==> config.mk <==
export PLATFORM = sky130hd
export DESIGN_NAME = dm_access_ctrl
export DESIGN_NICKNAME = d
export VERILOG_FILES = /design/src/rtl/dm_access_ctrl.sv
export SDC_FILE = /design/constraint.sdc
export NUM_CORES = 1
export LEC_CHECK = 0
export ABC_CLOCK_PERIOD_IN_PS = 5500
export BUFFER_PORTS_ARGS = -buffer_cell sky130_fd_sc_hd__buf_2
export CORE_ASPECT_RATIO = 2
export CORE_UTILIZATION = 40
export DETAILED_ROUTE_END_ITERATION = 8
export PLACE_DENSITY = 0.73
export SLEW_MARGIN = 20
export SYNTH_ARGS = -nofsm -noshare
export SYNTH_HDL_FRONTEND = slang
export SYNTH_SLANG_ARGS = --single-unit
==> constraint.sdc <==
create_clock -name clk -period 5.5 [get_ports clk]
set_clock_uncertainty 0.15 [all_clocks]
set_input_delay 0.275 -clock clk [delete_from_list [all_inputs] [get_ports clk]]
set_output_delay 0.275 -clock clk [all_outputs]
set_load 0.03 [all_outputs]
==> src/rtl/dm_access_ctrl.sv <==
// Data-memory access sequencer: arbitrates MEM-stage and external requests onto a
// single-port memory with a fixed read latency, stalling the pipeline until done.
module dm_access_ctrl #(
  parameter int AW         = 7,
  parameter int LAT        = 1,
  parameter int STARVE_MAX = 4
) (
  input  logic          clk,
  input  logic          rst,
  input  logic          pipe_rd,
  input  logic          pipe_wr,
  input  logic [31:0]   pipe_addr,
  input  logic [31:0]   pipe_wdata,
  output logic          pipe_stall,
  output logic          pipe_done,
  output logic [31:0]   pipe_rdata,
  input  logic          ext_req,
  input  logic          ext_we,
  input  logic [AW-1:0] ext_addr,
  input  logic [31:0]   ext_wdata,
  output logic          ext_ack,
  output logic [31:0]   ext_rdata,
  output logic          mem_en,
  output logic          mem_we,
  output logic [AW-1:0] mem_addr,
  output logic [31:0]   mem_wdata,
  input  logic [31:0]   mem_rdata
);

  localparam int WCW = (LAT > 1) ? $clog2(LAT) : 1;
  localparam int SCW = $clog2(STARVE_MAX + 1);

  typedef enum logic [1:0] {S_IDLE, S_ISSUE, S_WAIT, S_DONE} state_e;
  typedef enum logic {OWN_PIPE, OWN_EXT} owner_e;

  state_e          state_q, state_d;
  owner_e          owner_q, owner_d;
  logic            we_q, we_d;
  logic [AW-1:0]   addr_q, addr_d;
  logic [31:0]     wdata_q, wdata_d;
  logic [WCW-1:0]  wait_q, wait_d;
  logic [SCW-1:0]  starve_q, starve_d;
  logic [31:0]     pipe_rdata_q, pipe_rdata_d;
  logic [31:0]     ext_rdata_q, ext_rdata_d;

  logic pipe_req;
  logic grant_ext;
  logic unused_addr_bits;

  assign pipe_req         = pipe_rd | pipe_wr;
  assign unused_addr_bits = ^pipe_addr[31:AW];

  always_comb begin
    // NOTE: every signal gets its hold value first so no path through the case infers a latch.
    state_d      = state_q;
    owner_d      = owner_q;
    we_d         = we_q;
    addr_d       = addr_q;
    wdata_d      = wdata_q;
    wait_d       = wait_q;
    starve_d     = starve_q;
    pipe_rdata_d = pipe_rdata_q;
    ext_rdata_d  = ext_rdata_q;
    grant_ext    = 1'b0;

    case (state_q)
      S_IDLE: begin
        if (!ext_req) begin
          starve_d = '0;
        end
        if (pipe_req || ext_req) begin
          grant_ext = ext_req && (!pipe_req || starve_q == SCW'(STARVE_MAX));
          state_d   = S_ISSUE;
          if (grant_ext) begin
            owner_d  = OWN_EXT;
            we_d     = ext_we;
            addr_d   = ext_addr;
            wdata_d  = ext_wdata;
            starve_d = '0;
          end else begin
            // A simultaneous rd+wr is a store; the read is dropped.
            owner_d = OWN_PIPE;
            we_d    = pipe_wr;
            addr_d  = pipe_addr[AW-1:0];
            wdata_d = pipe_wdata;
            if (ext_req && starve_q != SCW'(STARVE_MAX)) begin
              starve_d = starve_q + 1'b1;
            end
          end
        end
      end
      S_ISSUE: begin
        wait_d  = WCW'(LAT - 1);
        state_d = S_WAIT;
      end
      S_WAIT: begin
        if (wait_q == '0) begin
          if (!we_q) begin
            if (owner_q == OWN_PIPE) pipe_rdata_d = mem_rdata;
            else                     ext_rdata_d  = mem_rdata;
          end
          state_d = S_DONE;
        end else begin
          wait_d = wait_q - 1'b1;
        end
      end
      S_DONE: state_d = S_IDLE;
      default: state_d = S_IDLE;
    endcase
  end

  // NOTE: state uses non-blocking assignments so every register samples pre-edge values.
  always_ff @(posedge clk or posedge rst) begin
    if (rst) begin
      state_q      <= S_IDLE;
      owner_q      <= OWN_PIPE;
      we_q         <= 1'b0;
      addr_q       <= '0;
      wdata_q      <= '0;
      wait_q       <= '0;
      starve_q     <= '0;
      pipe_rdata_q <= '0;
      ext_rdata_q  <= '0;
    end else begin
      state_q      <= state_d;
      owner_q      <= owner_d;
      we_q         <= we_d;
      addr_q       <= addr_d;
      wdata_q      <= wdata_d;
      wait_q       <= wait_d;
      starve_q     <= starve_d;
      pipe_rdata_q <= pipe_rdata_d;
      ext_rdata_q  <= ext_rdata_d;
    end
  end

  // Strobes decode from state so an async reset drops them immediately.
  assign mem_en     = (state_q == S_ISSUE);
  assign mem_we     = mem_en & we_q;
  assign mem_addr   = addr_q;
  assign mem_wdata  = wdata_q;
  assign pipe_done  = (state_q == S_DONE) && (owner_q == OWN_PIPE);
  assign ext_ack    = (state_q == S_DONE) && (owner_q == OWN_EXT);
  assign pipe_stall = pipe_req & ~pipe_done;
  assign pipe_rdata = pipe_rdata_q;
  assign ext_rdata  = ext_rdata_q;

endmodule
==> qor.txt, run 1 <==
Seq/Total Area, Yosys: 61.0%
Period utilisation layout: 39.8%
CP cell instances: inv_1 > ha_1 > o31ai_4 > buf_4 > and2_1 > a221o_1
Syn nets: 460
Top_reg_cell synth: dfrtp_1
Ys Warns: 0
Top Ports: 249
Hold path depth: 2
Final setup fails: 0
Post-Syn Instances: 313
Initial antenna violation count: 0
Post-synthesis area per instance: 14.4 um^2
DP Area: 5750 um^2
Final Power: 4260 uW
Gpl congestion: 0.812
Count of final hold-check violations: 0
Starting Density: 41.2%
Power Dens Cells: 699 nW/um^2
Crit path depth: 6
Critical Path AT: 2.26 ns
Total congestion overflow: 0
Share of cells above drive strength 1: 57.7%
Ant. Diodes: 0
CTS clk-pin slew, worst paths: 0.07 ns
Post-synth EDFFs: 0
Fmax: 457 MHz
DRT iter0 DRCs: 163
Unique masters post-synth: 28
Final wirelength: 11.5 mm
Area delta synth->final: 35.0%
Largest net degree at the start of global routing: 63
Status: complete, no violations
Max stage delay on crit path: 0.42 ns
PortBufs: 223
Post-CTS Repair Setup Buffers: 0
Row cnt: 54
Commonest non-fill, non-tap cell in the layout: buf_2
Clock latency at the later pin of the worst-skew pair: 0.33 ns
Clock power frac: 15.1%
Headroom to the max-slew limit: 49.7%
TritonCTS clock tree: done
RSZ-0062 raised after global routing: no
Via density per instance: 5.26
Leading post-synthesis cells by cell area: dfrtp_1, mux2_2, a221o_1, and2_1, ha_1
Final instance area: 6090 um^2
WL per Instance: 16.9 um
CTS buffer count: 9
Dominant cell type by area after synthesis: dfrtp_1
CTS root buf: clkbuf_16
Layout Nets: 683
Die ar.: 11700 um^2
Final WS setup: 3.31 ns
Die Ht: 152 um
Most frequent cells in the layout: buf_2, dfrtp_1, mux2_2
Number of synthesized register bits: 110
Via count: 3582
Netlist Area Pre-Place: 4510 um^2
Post-synth ARST share: 100%
Buf+Inv Stages, Crit Path: 2
P_int: 2390 uW
Max-slew violations: 0
Least-Margin Pin Slew: 0.754 ns
Part of the power in combinational logic: 51.5%
Sink Count: 110
Hpwl dp: 8.49 mm
First drt pass iteration count: 4
Leakage: 0.00303 uW
First-pass GRT wire length: 18.5 mm
Tmin final: 2.19 ns
CP required: 5.57 ns
Layout filler cell count: 969
Net Sw Power: 1870 uW
Core area: 10900 um^2
Setup WS pre-CTS: 3.30 ns
H-tree level count: 3
Worst Setup Path Type: register to register
Global Route Usage Sum: 20.4%
DRC errors left: 0
Crit path max-delay cell type: ha_1
Vias in the first global route: 3838
Critical path's top delay family: compound AO/OA/AOI/OAI gates
Final ANT Viol Nets: 0
MaxCap Viol Count: 0
Hold WC Path Type: primary input to register
Crit end category: register
Critical Path Source Type: register
Switching share of total power: 43.8%
Peak VDD IR: 0.298 mV
Clk buf depth: 2
Die width: 77.1 um
Setup_tns: 0 ns
Power share of the sequential group: 33.3%
Reg2Reg Depth: 6
Area share of the largest cell type after synthesis: 61.0%
Largest fanout on the critical path: 28
==> worst paths after layout <==
check | slack [ns] | to | from
min in group asynchronous | 0.41 | ext_rdata[30]$_DFFE_PP0P_ | rst
min | 0.01 | mem_wdata[31]$_DFFE_PP0P_ | ext_wdata[31]
max in group asynchronous | 3.62 | ext_rdata[1]$_DFFE_PP0P_ | rst
max | 3.31 | mem_wdata[14]$_DFFE_PP0P_ | state_q[0]$_DFFE_PP0P_
max reg2reg | 3.31 | mem_wdata[14]$_DFFE_PP0P_ | state_q[0]$_DFFE_PP0P_
min reg2reg | 0.35 | ext_rdata[29]$_DFFE_PP0P_ | ext_rdata[29]$_DFFE_PP0P_
==> cell families (layout without fill, tap and decap cells) <==
logic type	count (synthesis)	after routing	share of synthesized area (%)
muxes	65	65	16.2
and+or+nand+nor	58	58	8.04
DFF	110	110	61.0
buffers and inverters	26	254	2.83
AOI/OAI and AO/OA	48	48	10.3
adders and majority gates	6	6	1.66
==> cell usage after synthesis (2+ instances only) <==
| cell type | number |
|---|---|
| nor2_1 | 3 |
| mux2_2 | 64 |
| a221o_1 | 40 |
| buf_2 | 12 |
| and3_1 | 2 |
| nand3_1 | 3 |
| clkbuf_1 | 6 |
| and2_1 | 41 |
| ha_1 | 6 |
| dfrtp_1 | 110 |
| o22ai_1 | 3 |
| inv_1 | 6 |
| buf_6 | 2 |
==> worst reg2reg max path, cell delays in order (launching register included) <==
cell and delay [ns]:
dfrtp_1 0.41, inv_1 0.10, ha_1 0.42, o31ai_4 0.26, buf_4 0.28, and2_1 0.20
a221o_1 0.26
==> metrics by stage <==
| stage | utilization (%) | hold slack [ns] | cells |
|---|---|---|---|
| floorplan | - | 0.270 | 313 |
| global placement | 52.6 | 0.229 | 661 |
| detailed placement | 52.6 | 0.240 | 661 |
| CTS | 55.7 | 0.000863 | 681 |
| global route | 55.7 | 0.00348 | 681 |
| finish | 55.7 | 0.0142 | 681 |
==> final cells by class <==
class	count	area, um^2	share of cell area (%)
timing repair buffer	232	1190	19.6
multi-input combinational	177	1650	27.0
sequential	110	2750	45.2
tap	140	175	2.87
clock buffer	10	229	3.76
clock inverter	6	71.3	1.17
inverter	6	25.0	0.411
==> power by group through the flow <==
stage	combinational [uW]	clock, uW	sequential, uW
2_1_floorplan	807	0	2180
3_3_place_gp	2160	0	1410
3_5_place_dp	2220	0	1430
4_1_cts	2220	665	1420
5_1_grt	2330	702	1470
6_report	2200	644	1420
==> what timing repair did <==
item,4_1_cts,5_1_grt
hold endpoints to repair,51,0
hold buffers,4,0
resized for setup,0,0
==> registers in the layout (all words and copies together) (netlist names) <==
register,cells
mem_addr,7
pipe_rdata,32
we_q,1
owner_q,1
starve_q,3
state_q,2
ext_rdata,32
mem_wdata,32
==> per-layer routing <==
| metal | GRT usage [%] | routed length [um] |
|---|---|---|
| met2 | 36.6 | 6160 |
| met1 | 21.5 | 4100 |
| met4 | 13.7 | 692 |
| met3 | 2.81 | 527 |
| met5 | 0 | 0 |
No activity file was read; power rests on OpenSTA's default activity.
==> inputs of run 2 (changes only) <==
--- a/config.mk
+++ b/config.mk
@@ -5,12 +5,13 @@
 export SDC_FILE = /design/constraint.sdc
 export NUM_CORES = 1
 export LEC_CHECK = 0
-export ABC_CLOCK_PERIOD_IN_PS = 5500
+export ABC_AREA = 1
+export ABC_CLOCK_PERIOD_IN_PS = 2000
 export BUFFER_PORTS_ARGS = -buffer_cell sky130_fd_sc_hd__buf_2
 export CORE_ASPECT_RATIO = 2
 export CORE_UTILIZATION = 40
 export DETAILED_ROUTE_END_ITERATION = 8
-export PLACE_DENSITY = 0.73
+export PLACE_DENSITY = 0.75
 export SLEW_MARGIN = 20
 export SYNTH_ARGS = -nofsm -noshare
 export SYNTH_HDL_FRONTEND = slang
==> constraint.sdc (replaced) <==
create_clock -name clk -period 2 [get_ports clk]
set_clock_uncertainty 0.15 [all_clocks]
set_input_delay 0.1 -clock clk [delete_from_list [all_inputs] [get_ports clk]]
set_output_delay 0.1 -clock clk [all_outputs]
set_load 0.03 [all_outputs]
==> run 2 against run 1 <==
  * Non-clock buffer count rose by 117
  * Total power increased to 2.8 times the previous value
  * Via count increased by 43%
  * Synthesized area up 4.5%
  * Combinational power grew to 2.8 times the previous value
  * Worst setup slack lost 3.2 ns
  * Core utilization is 9.2 points higher
  * Final cell count rose by 45%
  * First-iteration DRC count up 77%
  * Sequential power grew to 2.8 times the previous value
  * Flip-flop and latch count did not move
  * Global-route usage increased by 5.5 points
==> qor.txt, run 2 <==
Status: complete, no violations
Hpwl dp: 9.00 mm (+6.1%)
Post-Syn Instances: 519 (+66%)
Post-CTS Repair Setup Buffers: 0 (unchanged)
Count of final hold-check violations: 0 (unchanged)
Synth top cells by count: nand2_1, dfrtp_1, nand3_1
Adder-cell share of the synthesized area: 1.59% (-0.071 points)
Via count: 5139 (+43%)
Largest net degree at the start of global routing: 65 (+3.2%)
Peak VDD IR: 0.904 mV (+200%)
Clk buf depth: 2 (unchanged)
Largest family of logic cells by synthesized area: simple AND/OR/NAND/NOR gates
Placed Cells: 858 (+30%)
CTS buffer count: 9 (unchanged)
Hold WC Path Type: primary input to register
MaxCap Viol Count: 0 (unchanged)
Layout filler cell count: 897 (-7.4%)
Power Dens Cells: 1600 nW/um^2 (+130%)
Share of cells above drive strength 1: 30.9% (-27 points)
First drt pass iteration count: 5 (+1)
Gpl congestion: 0.872 (+7.3%)
Seq/Total Area, Yosys: 58.4% (-2.6 points)
Global Route Usage Sum: 25.8% (+5.5 points)
H-tree level count: 3 (unchanged)
Post-synthesis area per instance: 9.09 um^2 (-37%)
Critical Path AT: 2.00 ns (-0.26 ns)
Final ANT Viol Nets: 0 (unchanged)
Unique masters post-synth: 20 (-29%)
Via density per instance: 5.20 (-1.1%)
Row cnt: 55 (+1.9%)
Reg2Reg Depth: 7 (+1)
WL per Instance: 15.7 um (-6.9%)
Synth Area in Compound Gates: 8.44% (-1.8 points)
Die Ht: 156 um (+2.2%)
Starting Density: 41.3% (+0.049 points)
TritonCTS clock tree: done
Dominant cell type by area after synthesis: dfrtp_1
Period utilisation layout: 93.8% (+54 points)
Final WS setup: 0.125 ns (-3.19 ns)
Post-Synth XOR/XNOR Area: 0% (unchanged)
Area share of the largest cell type after synthesis: 58.4% (-2.6 points)
Max-slew violations: 0 (unchanged)
Leading post-synthesis cells by cell area: dfrtp_1, nand2_1, nand3_1, o21ai_0, nand4_1
Post-synth ARST share: 100% (unchanged)
Worst Setup Path Type: register to register
Mux cell area share after synthesis: 0% (-16 points)
Critical Path Source Type: register
Non-filler instance count after layout: 988 (+45%)
Vias in the first global route: 5112 (+33%)
Top_reg_cell synth: dfrtp_1
Number of synthesized register bits: 110 (unchanged)
RSZ-0062 raised after global routing: no
Layout Nets: 988 (+45%)
Count leader, synth: nand2_1
Fmax: 533 MHz (+17%)
Die ar.: 12300 um^2 (+4.4%)
Least-Margin Pin Slew: 0.636 ns (-0.118 ns)
Most frequent cells in the layout: buf_2, dlygate4sd3_1, nand2_1
DRT iter0 DRCs: 289 (+77%)
PostCTS Resize Cnt: 0 (unchanged)
Post-synth EDFFs: 0 (unchanged)
Core area: 11400 um^2 (+4.4%)
First-pass GRT wire length: 24.9 mm (+34%)
Top Ports: 249 (unchanged)
CP required: 2.13 ns (-3.44 ns)
Area delta synth->final: 57.3%
Final Power: 11900 uW (+180%)
Setup slack, reg-to-reg: 0.12 ns (-3.19 ns)
Post-synthesis simple-gate area fraction: 24.2% (+16 points)
Commonest non-fill, non-tap cell in the layout: buf_2
Final wirelength: 15.5 mm (+35%)
Netlist Area Pre-Place: 4720 um^2 (+4.5%)
Ant. Diodes: 0 (unchanged)
Tmin final: 1.88 ns (-0.315 ns)
Total congestion overflow: 0 (unchanged)
Largest fanout on the critical path: 39 (+39%)
Clock latency at the later pin of the worst-skew pair: 0.34 ns (about the same)
Ys Warns: 0 (unchanged)
Sink Count: 110 (unchanged)
Setup_tns: 0 ns (unchanged)
CTS clk-pin slew, worst paths: 0.07 ns (about the same)
Hold path depth: 3 (+1)
Headroom to the max-slew limit: 57.6% (+7.9 points)
Leakage: 0.00391 uW (+29%)
Die width: 78.8 um (+2.2%)
Syn nets: 666 (+45%)
Final setup fails: 0 (unchanged)
DRC errors left: 0 (unchanged)
Crit end category: register
Setup WS pre-CTS: 0.238 ns (-3.07 ns)
CTS root buf: clkbuf_16
PortBufs: 223 (unchanged)
Initial antenna violation count: 0 (unchanged)
run 2: changes by cell type in the layout (fill, tap and decap cells not counted), sizes merged, moves of 2 or more:
cell	delta
nand2	+112
dlygate4sd3	+110
nand3	+80
o21ai	+72
mux2	-65
nand4	+42
and2	-41
inv	+41
a221o	-40
buf	+7
a21oi	+3
and3	-3
o22ai	-2
run 2: path summary, 6_finish.rpt:
check | start | endpoint
min reg2reg | pipe_rdata[3]$_DFFE_PP0P_ | pipe_rdata[3]$_DFFE_PP0P_
min in group asynchronous | rst | ext_rdata[4]$_DFFE_PP0P_
max | starve_q[1]$_DFFE_PP0N_ | mem_wdata[1]$_DFFE_PP0P_
max reg2reg | starve_q[1]$_DFFE_PP0N_ | mem_wdata[1]$_DFFE_PP0P_
max in group asynchronous | rst | ext_rdata[11]$_DFFE_PP0P_
min | ext_req | starve_q[0]$_DFFE_PP0N_
run 2: logic make-up after synthesis:
logic type / count (synthesis)
AO/OA/AOI/OAI: 77
adder cells (fa/ha/maj): 6
AND/OR/NAND/NOR: 242
flip-flops: 110
buffers and inverters: 84
run 2: layer usage:
layer / part of all wire [%] / track usage [%] / up-vias
met4: 5.2 / 15.0 / 0
met2: 50 / 44.3 / 327
met5: 0 / 0 / -
met3: 7.6 / 4.97 / 78
li1: - / - / 2389
met1: 37 / 29.3 / 2345
run 2: final cells by class:
cell class | count | area [um^2] | area share (%)
Tap cell | 142 | 178 | 2.40
Clock inverter | 6 | 62.6 | 0.843
Multi-Input combinational cell | 325 | 1620 | 21.9
Timing Repair Buffer | 349 | 2380 | 32.2
Clock buffer | 10 | 239 | 3.22
Inverter | 46 | 176 | 2.38
Sequential cell | 110 | 2750 | 37.1
run 2: metrics by stage:
step                util, %  hold slack [ns]  cell area [um^2]
floorplan                 -           0.0984              4720
global route           64.9            0.122              7420
global placement       52.3           0.0621              5970
detailed placement     52.3           0.0736              5970
finish                 64.9            0.118              7420
CTS                    64.9           0.0892              7420
run 2: what timing repair did:
action / CTS / global route
setup endpoints to repair: 0 / 0
hold buffers: 114 / 0
hold endpoints to repair: 214 / 0
run 2: power by group:
part           internal, uW  leakage [uW]  switching [uW]
sequential             3340       0.00134             616
clock                   913      0.000148             845
combinational          1850       0.00242            4340
run 2: worst max-delay path, cell delays in order, from the launching register on:
cell     delay (ns)
dfrtp_1        0.41
inv_1          0.08
ha_1           0.14
nand2_1        0.14
o21ai_2        0.12
buf_4          0.41
nand4_1        0.20
nand3_1        0.15
==> inputs of run 3 (changes only) <==
--- a/config.mk
+++ b/config.mk
@@ -8,10 +8,12 @@
 export ABC_AREA = 1
 export ABC_CLOCK_PERIOD_IN_PS = 2000
 export BUFFER_PORTS_ARGS = -buffer_cell sky130_fd_sc_hd__buf_2
+export CELL_PAD_IN_SITES_DETAIL_PLACEMENT = 0
+export CELL_PAD_IN_SITES_GLOBAL_PLACEMENT = 1
 export CORE_ASPECT_RATIO = 2
-export CORE_UTILIZATION = 40
+export CORE_UTILIZATION = 29
 export DETAILED_ROUTE_END_ITERATION = 8
-export PLACE_DENSITY = 0.75
+export PLACE_DENSITY_LB_ADDON = 0.1
 export SLEW_MARGIN = 20
 export SYNTH_ARGS = -nofsm -noshare
 export SYNTH_HDL_FRONTEND = slang
==> run 3 against run 2 <==
  * Register-to-register slack better by 0.11 ns
  * Critical path depth shrank 2
  * Via count is 5.0% lower
  * Non-clock buffer count grew 2
  * Maximum frequency rose by 6.1%
  * Largest cell class unchanged
  * Sequential power hardly changed
  * Total power rose by 2.6%
==> qor.txt, run 3 (synthesized netlist as in run 2, its figures left out) <==
Status: complete, no violations
Ant. Diodes: 0 (unchanged)
CP cell instances: inv_1 > ha_1 > nand3_2 > buf_4 > o21ai_0
Top Ports: 249 (unchanged)
Clk buf depth: 2 (unchanged)
MaxCap Viol Count: 0 (unchanged)
Row cnt: 65 (+18%)
CTS root buf: clkbuf_16
Fmax: 566 MHz (+6.1%)
Vias in the first global route: 5053 (-1.2%)
DRT iter0 DRCs: 122 (-58%)
Area delta synth->final: 60.9%
Part of the power in combinational logic: 50.9% (-1.1 points)
First-pass GRT wire length: 24.8 mm (-0.14%)
Die ar.: 16800 um^2 (+37%)
First drt pass iteration count: 4 (-1)
Hold WC Path Type: primary input to register
Setup WS pre-CTS: 0.192 ns (-0.0452 ns)
Setup_tns: 0 ns (unchanged)
Max-slew violations: 0 (unchanged)
Clock power frac: 17.0% (+2.2 points)
Max stage delay on crit path: 0.47 ns (+0.06 ns)
Tmin final: 1.77 ns (-0.108 ns)
Power Dens Cells: 1610 nW/um^2 (+0.30%)
CTS clk-pin slew, worst paths: 0.07 ns (about the same)
P_int: 6490 uW (+6.3%)
Most frequent cells in the layout: buf_2, dlygate4sd3_1, nand2_1
Crit path max-delay cell type: buf_4
Gpl congestion: 0.739 (-15%)
Die Ht: 182 um (+17%)
Final setup fails: 0 (unchanged)
H-tree level count: 3 (unchanged)
PortBufs: 223 (unchanged)
Largest fanout on the critical path: 64 (+64%)
TritonCTS clock tree: done
Buf+Inv Stages, Crit Path: 2 (unchanged)
Period utilisation layout: 88.4% (-5.4 points)
Leakage: 0.00396 uW (+1.2%)
Critical Path AT: 1.82 ns (-0.18 ns)
Crit end category: register
Final wirelength: 15.1 mm (-2.9%)
Switching share of total power: 46.9% (-1.8 points)
Final ANT Viol Nets: 0 (unchanged)
Headroom to the max-slew limit: 62.2% (+4.5 points)
Count of final hold-check violations: 0 (unchanged)
Clock latency at the later pin of the worst-skew pair: 0.35 ns (about the same)
CP required: 2.05 ns (-0.08 ns)
Starting Density: 29.7% (-12 points)
CTS buffer count: 9 (unchanged)
Via count: 4884 (-5.0%)
Final instance area: 7590 um^2 (+2.3%)
Core area: 15900 um^2 (+39%)
Worst Setup Path Type: register to register
DP Area: 6100 um^2 (+2.1%)
Layout Nets: 990 (+0.20%)
Share of cells above drive strength 1: 31.0% (+0.16 points)
Final Core Density: 47.9% (-17 points)
Total congestion overflow: 0 (unchanged)
Final WS setup: 0.233 ns (+0.108 ns)
Sink Count: 110 (unchanged)
Initial antenna violation count: 0 (unchanged)
Net Sw Power: 5720 uW (-1.3%)
Power share of the sequential group: 32.1% (-1.1 points)
Die width: 92.2 um (+17%)
RSZ-0062 raised after global routing: no
Largest net degree at the start of global routing: 65 (unchanged)
Commonest non-fill, non-tap cell in the layout: buf_2
DRC errors left: 0 (unchanged)
Hpwl dp: 9.96 mm (+11%)
Critical Path Source Type: register
Global Route Usage Sum: 18.7% (-7.1 points)
Via density per instance: 4.66 (-10%)
WL per Instance: 14.3 um (-8.5%)
Peak VDD IR: 0.738 mV (-18%)
Critical path's top delay family: buffers and inverters
Least-Margin Pin Slew: 0.568 ns (-0.0680 ns)
-- run 3: changes by cell type in the layout (fill, tap and decap cells not counted), moves of 2 or more --
cell,previous run,this run
bufinv_16,0,3
inv_6,2,0
buf_12,3,6
clkinv_2,0,2
-- run 3: final timing paths --
| path | depth (start not counted) | from | endpoint | slack (ns) |
|---|---|---|---|---|
| hold reg to reg | 2 | ext_rdata[24]$_DFFE_PP0P_ | ext_rdata[24]$_DFFE_PP0P_ | 0.33 |
| setup reg to reg | 5 | state_q[0]$_DFFE_PP0P_ | ext_rdata[23]$_DFFE_PP0P_ | 0.23 |
| setup / recovery | 5 | state_q[0]$_DFFE_PP0P_ | ext_rdata[23]$_DFFE_PP0P_ | 0.23 |
| hold / removal | 5 | ext_req | starve_q[2]$_DFFE_PP0N_ | 0.08 |
| max in group asynchronous | 4 | rst | pipe_rdata[4]$_DFFE_PP0P_ | 1.14 |
| min in group asynchronous | 4 | rst | pipe_rdata[12]$_DFFE_PP0P_ | 0.24 |
-- run 3: worst register-to-register path, delay by kind of cell, from the launching register on --
family,cells,cell delay [ns]
AND/OR/NAND/NOR,1,0.09
AO/OA/AOI/OAI,1,0.19
adder cells (fa/ha/maj),1,0.27
buffers and inverters,2,0.55
flip-flops,1,0.37
-- run 3: metal layers --
| metal | GRT usage (%) | vias to the layer above | share of wire (%) |
|---|---|---|---|
| li1 | - | 2389 | - |
| met1 | 21.0 | 2302 | 40 |
| met2 | 34.4 | 178 | 54 |
| met3 | 3.54 | 15 | 4.8 |
| met4 | 7.19 | 0 | 1.6 |
| met5 | 0 | - | 0 |
-- run 3: repair_timing --
item,in CTS,in global routing
hold buffers,114,0
setup buffers,0,0
endpoints found under the hold margin,215,0
gates resized for setup,0,0
-- run 3: power groups by stage --
stage	sequential (uW)	combinational, uW	clock, uW
global placement	3910	6020	0
global route	4090	6800	2230
detailed placement	3950	6120	0
floorplan	5980	2070	0
finish	3930	6210	2070
CTS	3930	6290	2160
-- run 3: final cells by class --
class,instances,area [um^2]
sequential,110,2750
inverter,46,176
fill,1550,8270
timing repair buffer,351,2440
clock buffer,10,239
tap,201,251
clock inverter,6,109
multi-input combinational,325,1620
-- run 3: stage by stage --
step	std cells	total power, uW	hold WS, ns
6_report	1049	12200	0.0773
5_1_grt	1049	13100	0.102
4_1_cts	1049	12400	0.0672
3_5_place_dp	919	10100	0.0842
3_3_place_gp	919	9940	0.0784
2_1_floorplan	519	8050	0.0984
